$ cat src/rtl/uart_tx_fifo_if.sv
// Host/transmitter-side signal bundle for uart_tx_fifo.
// master = host/bench side, slave = the FIFO itself.
interface uart_tx_fifo_if #(
  parameter int ADDR_W = 3
);
  // wr_en is a one-cycle enqueue strobe with no ready: the byte is taken when
  // !full, or when a pop happens on the same edge. It is silently dropped otherwise.
  // read_enable is an active-low load strobe and bus_value is valid while it is low.
  logic              ticker;
  logic [7:0]        wr_data;
  logic              wr_en;
  logic              full;
  logic              empty;
  logic [ADDR_W:0]   count;
  logic [7:0]        bus_value;
  logic              read_enable;
  logic              busy;
  logic [1:0]        dbg_state;

  modport master (
    output ticker, wr_data, wr_en,
    input  full, empty, count, bus_value, read_enable, busy, dbg_state
  );

  modport slave (
    input  ticker, wr_data, wr_en,
    output full, empty, count, bus_value, read_enable, busy, dbg_state
  );
endinterface

$ cat src/rtl/uart_tx_fifo.sv
// Byte FIFO ahead of a UART transmitter; pops one byte per serial frame paced by ticker.
// Define UART_TX_FIFO_OVF_EN to add the sticky overflow output.
module uart_tx_fifo #(
  parameter int DEPTH       = 8,
  parameter int ADDR_W      = 3,
  parameter int LOAD_TICKS  = 2,
  parameter int FRAME_TICKS = 12
) (
  input  logic          clock,
  input  logic          reset,
  uart_tx_fifo_if.slave bus
`ifdef UART_TX_FIFO_OVF_EN
  ,
  output logic          overflow
`endif
);
  localparam int TMAX   = (LOAD_TICKS > FRAME_TICKS) ? LOAD_TICKS : FRAME_TICKS;
  localparam int TCNT_W = $clog2(TMAX + 1);
  localparam logic [ADDR_W:0]   FULL_CNT  = (ADDR_W+1)'(DEPTH);
  localparam logic [TCNT_W-1:0] LOAD_END  = TCNT_W'(LOAD_TICKS);
  localparam logic [TCNT_W-1:0] FRAME_END = TCNT_W'(FRAME_TICKS);

  typedef enum logic [1:0] {IDLE = 2'd0, LOAD = 2'd1, FRAME = 2'd2} state_t;

  state_t            state_q, state_d;
  logic [TCNT_W-1:0] tcnt_q, tcnt_d, tcnt_inc;
  logic [ADDR_W-1:0] wr_ptr_q, wr_ptr_d, rd_ptr_q, rd_ptr_d;
  logic [ADDR_W:0]   count_q, count_d;
  logic              full_q, full_d, empty_q, empty_d;
  logic [7:0]        bus_value_q, bus_value_d;
  logic              read_enable_q, read_enable_d;
  logic              busy_q, busy_d;
  logic              ticker_q;
  logic [7:0]        mem [DEPTH];
  logic              tick_rise, pop, wr_ok;

  assign tick_rise = bus.ticker & ~ticker_q;
  assign pop       = (state_q == IDLE) && !empty_q;
  // A full FIFO still accepts a write on the edge that frees a slot.
  assign wr_ok     = bus.wr_en && (!full_q || pop);
  assign tcnt_inc  = tcnt_q + 1'b1;

  always_comb begin
    state_d       = state_q;
    tcnt_d        = tcnt_q;
    rd_ptr_d      = rd_ptr_q;
    bus_value_d   = bus_value_q;
    read_enable_d = read_enable_q;
    case (state_q)
      IDLE: begin
        if (pop) begin
          bus_value_d   = mem[rd_ptr_q];
          rd_ptr_d      = rd_ptr_q + 1'b1;
          read_enable_d = 1'b0;
          tcnt_d        = '0;
          state_d       = LOAD;
        end
      end
      LOAD: begin
        if (tick_rise) begin
          if (tcnt_inc == LOAD_END) begin
            read_enable_d = 1'b1;
            tcnt_d        = '0;
            state_d       = FRAME;
          end else begin
            tcnt_d = tcnt_inc;
          end
        end
      end
      FRAME: begin
        if (tick_rise) begin
          if (tcnt_inc == FRAME_END) begin
            tcnt_d  = '0;
            state_d = IDLE;
          end else begin
            tcnt_d = tcnt_inc;
          end
        end
      end
      default: state_d = IDLE;
    endcase
    busy_d = (state_d != IDLE);
  end

  always_comb begin
    wr_ptr_d = wr_ok ? wr_ptr_q + 1'b1 : wr_ptr_q;
    count_d  = count_q;
    case ({wr_ok, pop})
      2'b10:   count_d = count_q + 1'b1;
      2'b01:   count_d = count_q - 1'b1;
      default: count_d = count_q;
    endcase
    full_d  = (count_d == FULL_CNT);
    empty_d = (count_d == '0);
  end

  always_ff @(posedge clock or posedge reset) begin
    if (reset) begin
      state_q       <= IDLE;
      tcnt_q        <= '0;
      wr_ptr_q      <= '0;
      rd_ptr_q      <= '0;
      count_q       <= '0;
      full_q        <= 1'b0;
      empty_q       <= 1'b1;
      bus_value_q   <= '0;
      read_enable_q <= 1'b1;
      busy_q        <= 1'b0;
      ticker_q      <= 1'b0;
    end else begin
      state_q       <= state_d;
      tcnt_q        <= tcnt_d;
      wr_ptr_q      <= wr_ptr_d;
      rd_ptr_q      <= rd_ptr_d;
      count_q       <= count_d;
      full_q        <= full_d;
      empty_q       <= empty_d;
      bus_value_q   <= bus_value_d;
      read_enable_q <= read_enable_d;
      busy_q        <= busy_d;
      ticker_q      <= bus.ticker;
    end
  end

  // Storage is not reset; the pointers define what is valid.
  always_ff @(posedge clock) begin
    if (wr_ok) mem[wr_ptr_q] <= bus.wr_data;
  end

`ifdef UART_TX_FIFO_OVF_EN
  logic ovf_q;
  always_ff @(posedge clock or posedge reset) begin
    if (reset)                   ovf_q <= 1'b0;
    else if (bus.wr_en && !wr_ok) ovf_q <= 1'b1;
  end
  assign overflow = ovf_q;
`endif

  assign bus.full        = full_q;
  assign bus.empty       = empty_q;
  assign bus.count       = count_q;
  assign bus.bus_value   = bus_value_q;
  assign bus.read_enable = read_enable_q;
  assign bus.busy        = busy_q;
  assign bus.dbg_state   = state_q;
endmodule

$ cat src/flat_wrapper.sv
// flat-port wrapper written by rule: the top's interface ports become plain ports
module uart_tx_fifo_flat 
#(
  parameter int DEPTH       = 8,
  parameter int ADDR_W      = 3,
  parameter int LOAD_TICKS  = 2,
  parameter int FRAME_TICKS = 12
)
  (clock, reset, bus_ticker, bus_wr_data, bus_wr_en, bus_full, bus_empty, bus_count, bus_bus_value, bus_read_enable, bus_busy, bus_dbg_state);
  uart_tx_fifo_if #(.ADDR_W(ADDR_W)) bus_i ();
  input  logic clock;
  input  logic reset;
  input wire logic [$bits(bus_i.ticker)-1:0] bus_ticker;
  input wire logic [$bits(bus_i.wr_data)-1:0] bus_wr_data;
  input wire logic [$bits(bus_i.wr_en)-1:0] bus_wr_en;
  output wire logic [$bits(bus_i.full)-1:0] bus_full;
  output wire logic [$bits(bus_i.empty)-1:0] bus_empty;
  output wire logic [$bits(bus_i.count)-1:0] bus_count;
  output wire logic [$bits(bus_i.bus_value)-1:0] bus_bus_value;
  output wire logic [$bits(bus_i.read_enable)-1:0] bus_read_enable;
  output wire logic [$bits(bus_i.busy)-1:0] bus_busy;
  output wire logic [$bits(bus_i.dbg_state)-1:0] bus_dbg_state;
  assign bus_i.ticker = bus_ticker;
  assign bus_i.wr_data = bus_wr_data;
  assign bus_i.wr_en = bus_wr_en;
  assign bus_full = bus_i.full;
  assign bus_empty = bus_i.empty;
  assign bus_count = bus_i.count;
  assign bus_bus_value = bus_i.bus_value;
  assign bus_read_enable = bus_i.read_enable;
  assign bus_busy = bus_i.busy;
  assign bus_dbg_state = bus_i.dbg_state;
  uart_tx_fifo #(.DEPTH(DEPTH), .ADDR_W(ADDR_W), .LOAD_TICKS(LOAD_TICKS), .FRAME_TICKS(FRAME_TICKS)) u_core (.clock(clock), .reset(reset), .bus(bus_i));
endmodule
$ cat config.mk
export PLATFORM = sky130hd
export DESIGN_NAME = uart_tx_fifo_flat
export DESIGN_NICKNAME = d
export VERILOG_FILES = /design/src/rtl/uart_tx_fifo_if.sv /design/src/rtl/uart_tx_fifo.sv /design/src/flat_wrapper.sv
export SDC_FILE = /design/constraint.sdc
export NUM_CORES = 1
export LEC_CHECK = 0
export ABC_CLOCK_PERIOD_IN_PS = 7100
export BUFFER_PORTS_ARGS = -buffer_cell sky130_fd_sc_hd__buf_2
export CAP_MARGIN = 20
export CORE_MARGIN = 2
export CORE_UTILIZATION = 40
export DETAILED_ROUTE_END_ITERATION = 12
export PLACE_DENSITY = 0.66
export SYNTH_ARGS = -nofsm -noshare
export SYNTH_HDL_FRONTEND = slang
export SYNTH_SLANG_ARGS = --single-unit
$ cat constraint.sdc
create_clock -name clock -period 7.1 [get_ports clock]
set_input_delay 0.71 -clock clock [delete_from_list [all_inputs] [get_ports clock]]
set_output_delay 0.71 -clock clock [all_outputs]
set_load 0.005 [all_outputs]
After elaboration in Yosys (flattened, before gate mapping)
Memories as Yosys holds them, arrays and structs flattened. A register that Yosys moved wholly into a read port is not among the register bits.
Index checks and enable logic that the tools add are counted.
- eq/ne operators: 11
- mux-type cells: 19
- bitwise logic cells: 2
- $add $sub $neg: 5
- reduce and logical (&&, ||, !) cells: 13
- operator list (cell ; number):
    4-bit two-way mux ; 5
    4-bit one-hot mux with 3 select lines ; 1
    2-bit two-way mux ; 5
    4-bit by 1-bit adder with 4-bit output (second input constant) ; 2
    4-bit == test (second input constant) ; 2
    2-bit by 1-bit inequality test with 1-bit output (second input constant) ; 4
    4-bit one-hot mux with 2 select lines ; 1
    4-bit AND reduction ; 2
    3-bit by 1-bit adder with 3-bit output (second input constant) ; 2
    2-bit one-hot mux with 3 select lines ; 1
    1-bit two-way mux ; 5
    2-bit by 1-bit == test with 1-bit output (second input constant) ; 2
    2-bit == test (second input constant) ; 2
    4-bit by 2-bit == test with 1-bit output (second input constant) ; 1
    4-bit zero test ; 1
    2-bit nonzero test ; 2
    4-bit by 1-bit subtractor with 4-bit output (second input constant) ; 1
    3-bit nonzero test ; 1
    1-bit logical AND ; 2
    1-bit zero test ; 2
    2-bit zero test ; 1
    1-bit one-hot mux with 2 select lines ; 1
    2-bit AND reduction ; 1
    1-bit bitwise AND ; 1
    other kinds (2) ; 2
- memories kept: 1
- RAM bits: 64
- output and inout bits: 18
- bits in registers: 21
- input bits: 12
- memory list (memory ; words ; width ; read ports ; clocked after memory_dff ; write ports ; RTL line ; text):
    u_core.mem ; 8 ; 8 ; 1 ; 1 ; 1 ; uart_tx_fifo.sv:34 ; logic [7:0] mem [DEPTH];

Logic depth before layout (Yosys ltp)
- depth after elaboration: 7
- mapped depth: 12
- mapped depth without buffers: 12

Least setup slack after synthesis
Ideal clock, no wire load.
- kind: reg2reg
- start point: reg u_core.state_q[1], in the netlist u_core.bus.dbg_state[1]
- end point: reg u_core.empty_q, in the netlist u_core.bus.empty
- slack: 4347 ps
- arrival time: 2664 ps
- library setup time: 89 ps
- path buffers: 0
- period minus slack after synthesis: 2753 ps
- cell stages (with the launch flop): 12
- path through: dfrtp_1 > inv_1 > ha_1 > nand2b_1 > a21boi_1 > inv_2 > ha_1 > xor2_1 > ha_1 > mux2_2 > a2111o_1 > a211oi_1
- cells in the longest elaborated chain, start to end: 7
- elaborated cells between the ends (all ways): 8
- ends and longest elaborated chain (what ; RTL line ; text):
    start, declared ; uart_tx_fifo.sv:25 ; state_t state_q, state_d;
    start signal, assigned ; uart_tx_fifo.sv:111 ; state_q <= state_d;
    2-bit zero test * ; uart_tx_fifo.sv:38 ; assign pop = (state_q == IDLE) && !empty_q;
    1-bit logical AND * ; uart_tx_fifo.sv:38 ;
    1-bit logical OR ; uart_tx_fifo.sv:40 ; assign wr_ok = bus.wr_en && (!full_q || pop);
    1-bit logical AND ; uart_tx_fifo.sv:40 ;
    2-bit by 1-bit == test with 1-bit output / 2-bit == test (equally long branches) ; uart_tx_fifo.sv:88 ; case ({wr_ok, pop})
    4-bit one-hot mux with 2 select lines * ; uart_tx_fifo.sv:88 ;
    via u_core.count_d[1] ; uart_tx_fifo.sv:28 ; logic [ADDR_W:0] count_q, count_d;
    4-bit zero test * ; uart_tx_fifo.sv:94 ; empty_d = (count_d == '0);
    via u_core.empty_d ; uart_tx_fifo.sv:29 ; logic full_q, full_d, empty_q, empty_d;
    end signal, assigned ; uart_tx_fifo.sv:117 ; empty_q <= empty_d;
    end, declared ; uart_tx_fifo.sv:29 ;
The timed path passes the listed nets; every way through them passes the cells marked *.
A chain may end at the register's enable or synchronous reset.

Worst setup path after layout
- start point: reg u_core.state_q[0], in the netlist u_core.bus.dbg_state[0]
- end point: reg u_core.empty_q, in the netlist u_core.bus.empty
The elaborated chain is that of the path after synthesis.

==> qor.txt <==
status = finished, final reports clean
post-synthesis cell count = 255
fin crit period = 3.498 ns
hpwl dp = 4879 um
share of layout cells above drive strength 1 = 25.25%
Synth Warn # = 0
crit path max fanout = 21
Cell Rows = 36
DRT Pass-1 Iters = 4
critical path's slowest cell = a21boi_1
DP Area = 4288 um2
Fin. Hold Viols = 0
number of flops mapped to enable cells by yosys = 64
Distinct cells, synth = 53
Congestion Overflow GR = 0
share of flip-flops with an asynchronous set or reset = 31.18%
Slew Viols, Final = 0
pwr dens = 389.9 nW/um2
initial antenna violation count = 0
dominant cell type by area after synthesis = edfxtp_1
flops & latches, synth = 93
Leak = 1.676 nW
Layout Skew = 0.01262 ns
top_reg_cell synth = edfxtp_1
# setup viols final = 0
post-cts resize count = 0
final worst-path cycle share = 49.27%
htree depth = 3
Logic pwr share = 33.8%
Hold-fix buffers, CTS = 0
Worst-Margin Slew = 0.9464 ns
internal power = 1.150 mW
commonest cells in the netlist = edfxtp_1 (64), dfrtp_1 (27), nand2_1 (24)
Placed Instances = 414
setup TNS = 0 ns
most frequent cell after synthesis = edfxtp_1
Net Count, Synth = 278
TritonCTS clock tree = built
Clock Power Share = 19.3%
Switch Pwr = 597.2 uW
crit path cell chain = inv_1 > ha_1 > nand2b_1 > a21boi_1 > inv_2 > ha_1 > xor2_1 > ha_1 > mux2_2 > a2111o_1 > a211oi_1
syn_area_per_cell = 15.63 um2
core area = 9729 um2
first-pass GRT wire length = 11950 um
Required @ worst endpoint = 7.37 ns
register area share after synthesis = 66.48%
max incr delay on CP = 0.51 ns
io pins = 30
drt wl/cell = 17.06 um
clk sinks = 93
worst min path class = primary input to async pin
Layout Cells excl Fill = 430
die area = 10780 um2
total power = 1.747 mW
Setup Crit Path Kind = flip-flop to flip-flop
largest net degree at the start of global routing = 30
DR iter-0 viols = 257
Clk pin slew, worst setup/hold paths = 0.10 ns
Root Buffer = clkbuf_8
number of port buffers = 29
Arr. time, crit path = 3.77 ns
starting density of the core = 40.97%
setup bufs post-CTS = 0
number of global-route vias before repair = 2270
final-stage net count = 315
final design utilization = 46.06%
Die Wd = 103.8 um
worst-case clock buffer depth = 2
unrepaired setup endpoints after global routing = no
post-route cell area = 4482 um2
Max Fclk = 285.9 MHz
Placer Congestion = 0.8234
Reg power frac = 46.9%
antenna viol nets, final = 0
CTS Buf Count = 9
Syn Std Cell Area = 3986 um2
most frequent CP cell = ha_1
Slew headroom = 36.67%
Yosys top cell area share = 48.21%
Max IR drop VDD = 0.1437 mV
DRC Markers = 0
Clk Latency, worst-skew pair = 0.36 ns
Vert. Die Dim = 103.8 um
Diodes inserted = 0
drt via density = 5.081
synth top area cells = edfxtp_1 (48%), dfrtp_1 (17%), mux4_2 (9.0%)
Setup crit end kind = flip-flop
vias = 2185
Tot GR Track Use = 14.60%
crit path launch type = flip-flop
switching part of the total = 34.17%
Layout Area Growth over Synthesis = 12.43%
Routed WL = 7337 um
MaxCap Viol Count = 0
## logic make-up after synthesis
logic type      Yosys count  share of synthesized area (%)
mux                      25                          11.33
simple gates             64                          8.193
xor+xnor                  8                          1.758
buf+inv                  18                          2.040
compound gates           36                          6.749
fa+ha+maj                11                          3.453
flops                    93                          66.48
## final timing paths
check | startpoint | slack (ns) | end | depth (start not counted)
hold / removal | reset | 0.41 | u_core.bus.bus_value[7]$_DFFE_PP0P_ | 3
setup reg to reg | u_core.bus.dbg_state[0]$_DFF_PP0_ | 3.60 | u_core.bus.empty$_DFF_PP1_ | 11
max in group asynchronous | reset | 6.37 | u_core.bus.empty$_DFF_PP1_ | 3
setup / recovery | u_core.bus.dbg_state[0]$_DFF_PP0_ | 3.60 | u_core.bus.empty$_DFF_PP1_ | 11
min in group clock | u_core.bus.bus_value[2]$_DFFE_PP0P_ | 0.49 | u_core.bus.bus_value[2]$_DFFE_PP0P_ | 2
hold reg to reg | u_core.bus.bus_value[2]$_DFFE_PP0P_ | 0.49 | u_core.bus.bus_value[2]$_DFFE_PP0P_ | 2
## power by group through the flow
| stage | combinational (mW) | sequential [mW] | clock [mW] |
|---|---|---|---|
| 2_1_floorplan | 0.471 | 0.785 | 0 |
| 3_3_place_gp | 0.582 | 0.829 | 0 |
| 3_5_place_dp | 0.597 | 0.836 | 0 |
| 4_1_cts | 0.600 | 0.823 | 0.346 |
| 5_1_grt | 0.662 | 0.839 | 0.368 |
| 6_report | 0.591 | 0.820 | 0.337 |
## metrics by stage
step | setup WS [ns] | hold WS [ns]
2_1_floorplan | 4.347 | 0.4793
3_3_place_gp | 3.754 | 0.4791
3_5_place_dp | 3.601 | 0.4842
4_1_cts | 3.567 | 0.4113
5_1_grt | 3.248 | 0.4505
6_report | 3.602 | 0.4073
## cell type report
cell class	instances	area, um2
Fill cell	857	5248
Sequential cell	93	2650
Multi-Input combinational cell	144	1255
Timing Repair Buffer	33	175.2
Tap cell	133	166.4
Clock buffer	11	151.4
Clock inverter	5	42.54
Inverter	11	41.29
## state kept, by name, indices dropped and copies added (netlist names)
name,cells
u_core.wr_ptr_q,3
u_core.bus.full,1
u_core.bus.dbg_state,2
u_core.mem,64
u_core.bus.busy,1
u_core.bus.empty,1
u_core.bus.count,4
u_core.bus.read_enable,1
u_core.rd_ptr_q,3
u_core.bus.bus_value,8
u_core.ticker_q,1
u_core.tcnt_q,4
## routing by layer
metal | vias to the layer above | wire length, um | global-route usage [%]
met1 | 1099 | 3172 | 17.78
met5 | - | 0 | 0
met2 | 36 | 3843 | 25.00
met3 | 8 | 220 | 3.776
li1 | 1042 | - | -
met4 | 0 | 101 | 5.502
## placed cells by master, fill, tap and decap left out, types with 3 or more instances in the layout
cell type	instances
dfrtp_1	27
inv_1	10
ha_1	11
and3b_1	3
a21oi_1	4
buf_2	29
nor2_1	12
nand2b_1	6
edfxtp_1	64
xnor2_1	6
mux4_2	16
o21ai_1	11
buf_4	4
nand2_1	24
clkbuf_8	11
mux2i_1	8
nor3_1	3
## critical path, delay by kind of cell, from the launching register on
family	cells	cell delay [ns]
AOI/OAI and AO/OA	3	1.12
adders and majority gates	3	0.77
DFF	1	0.43
and+or+nand+nor	1	0.43
muxes	1	0.29
buffers and inverters	2	0.21
xor gates and xnor gates	1	0.18
Power figures use the tool's default switching activity.
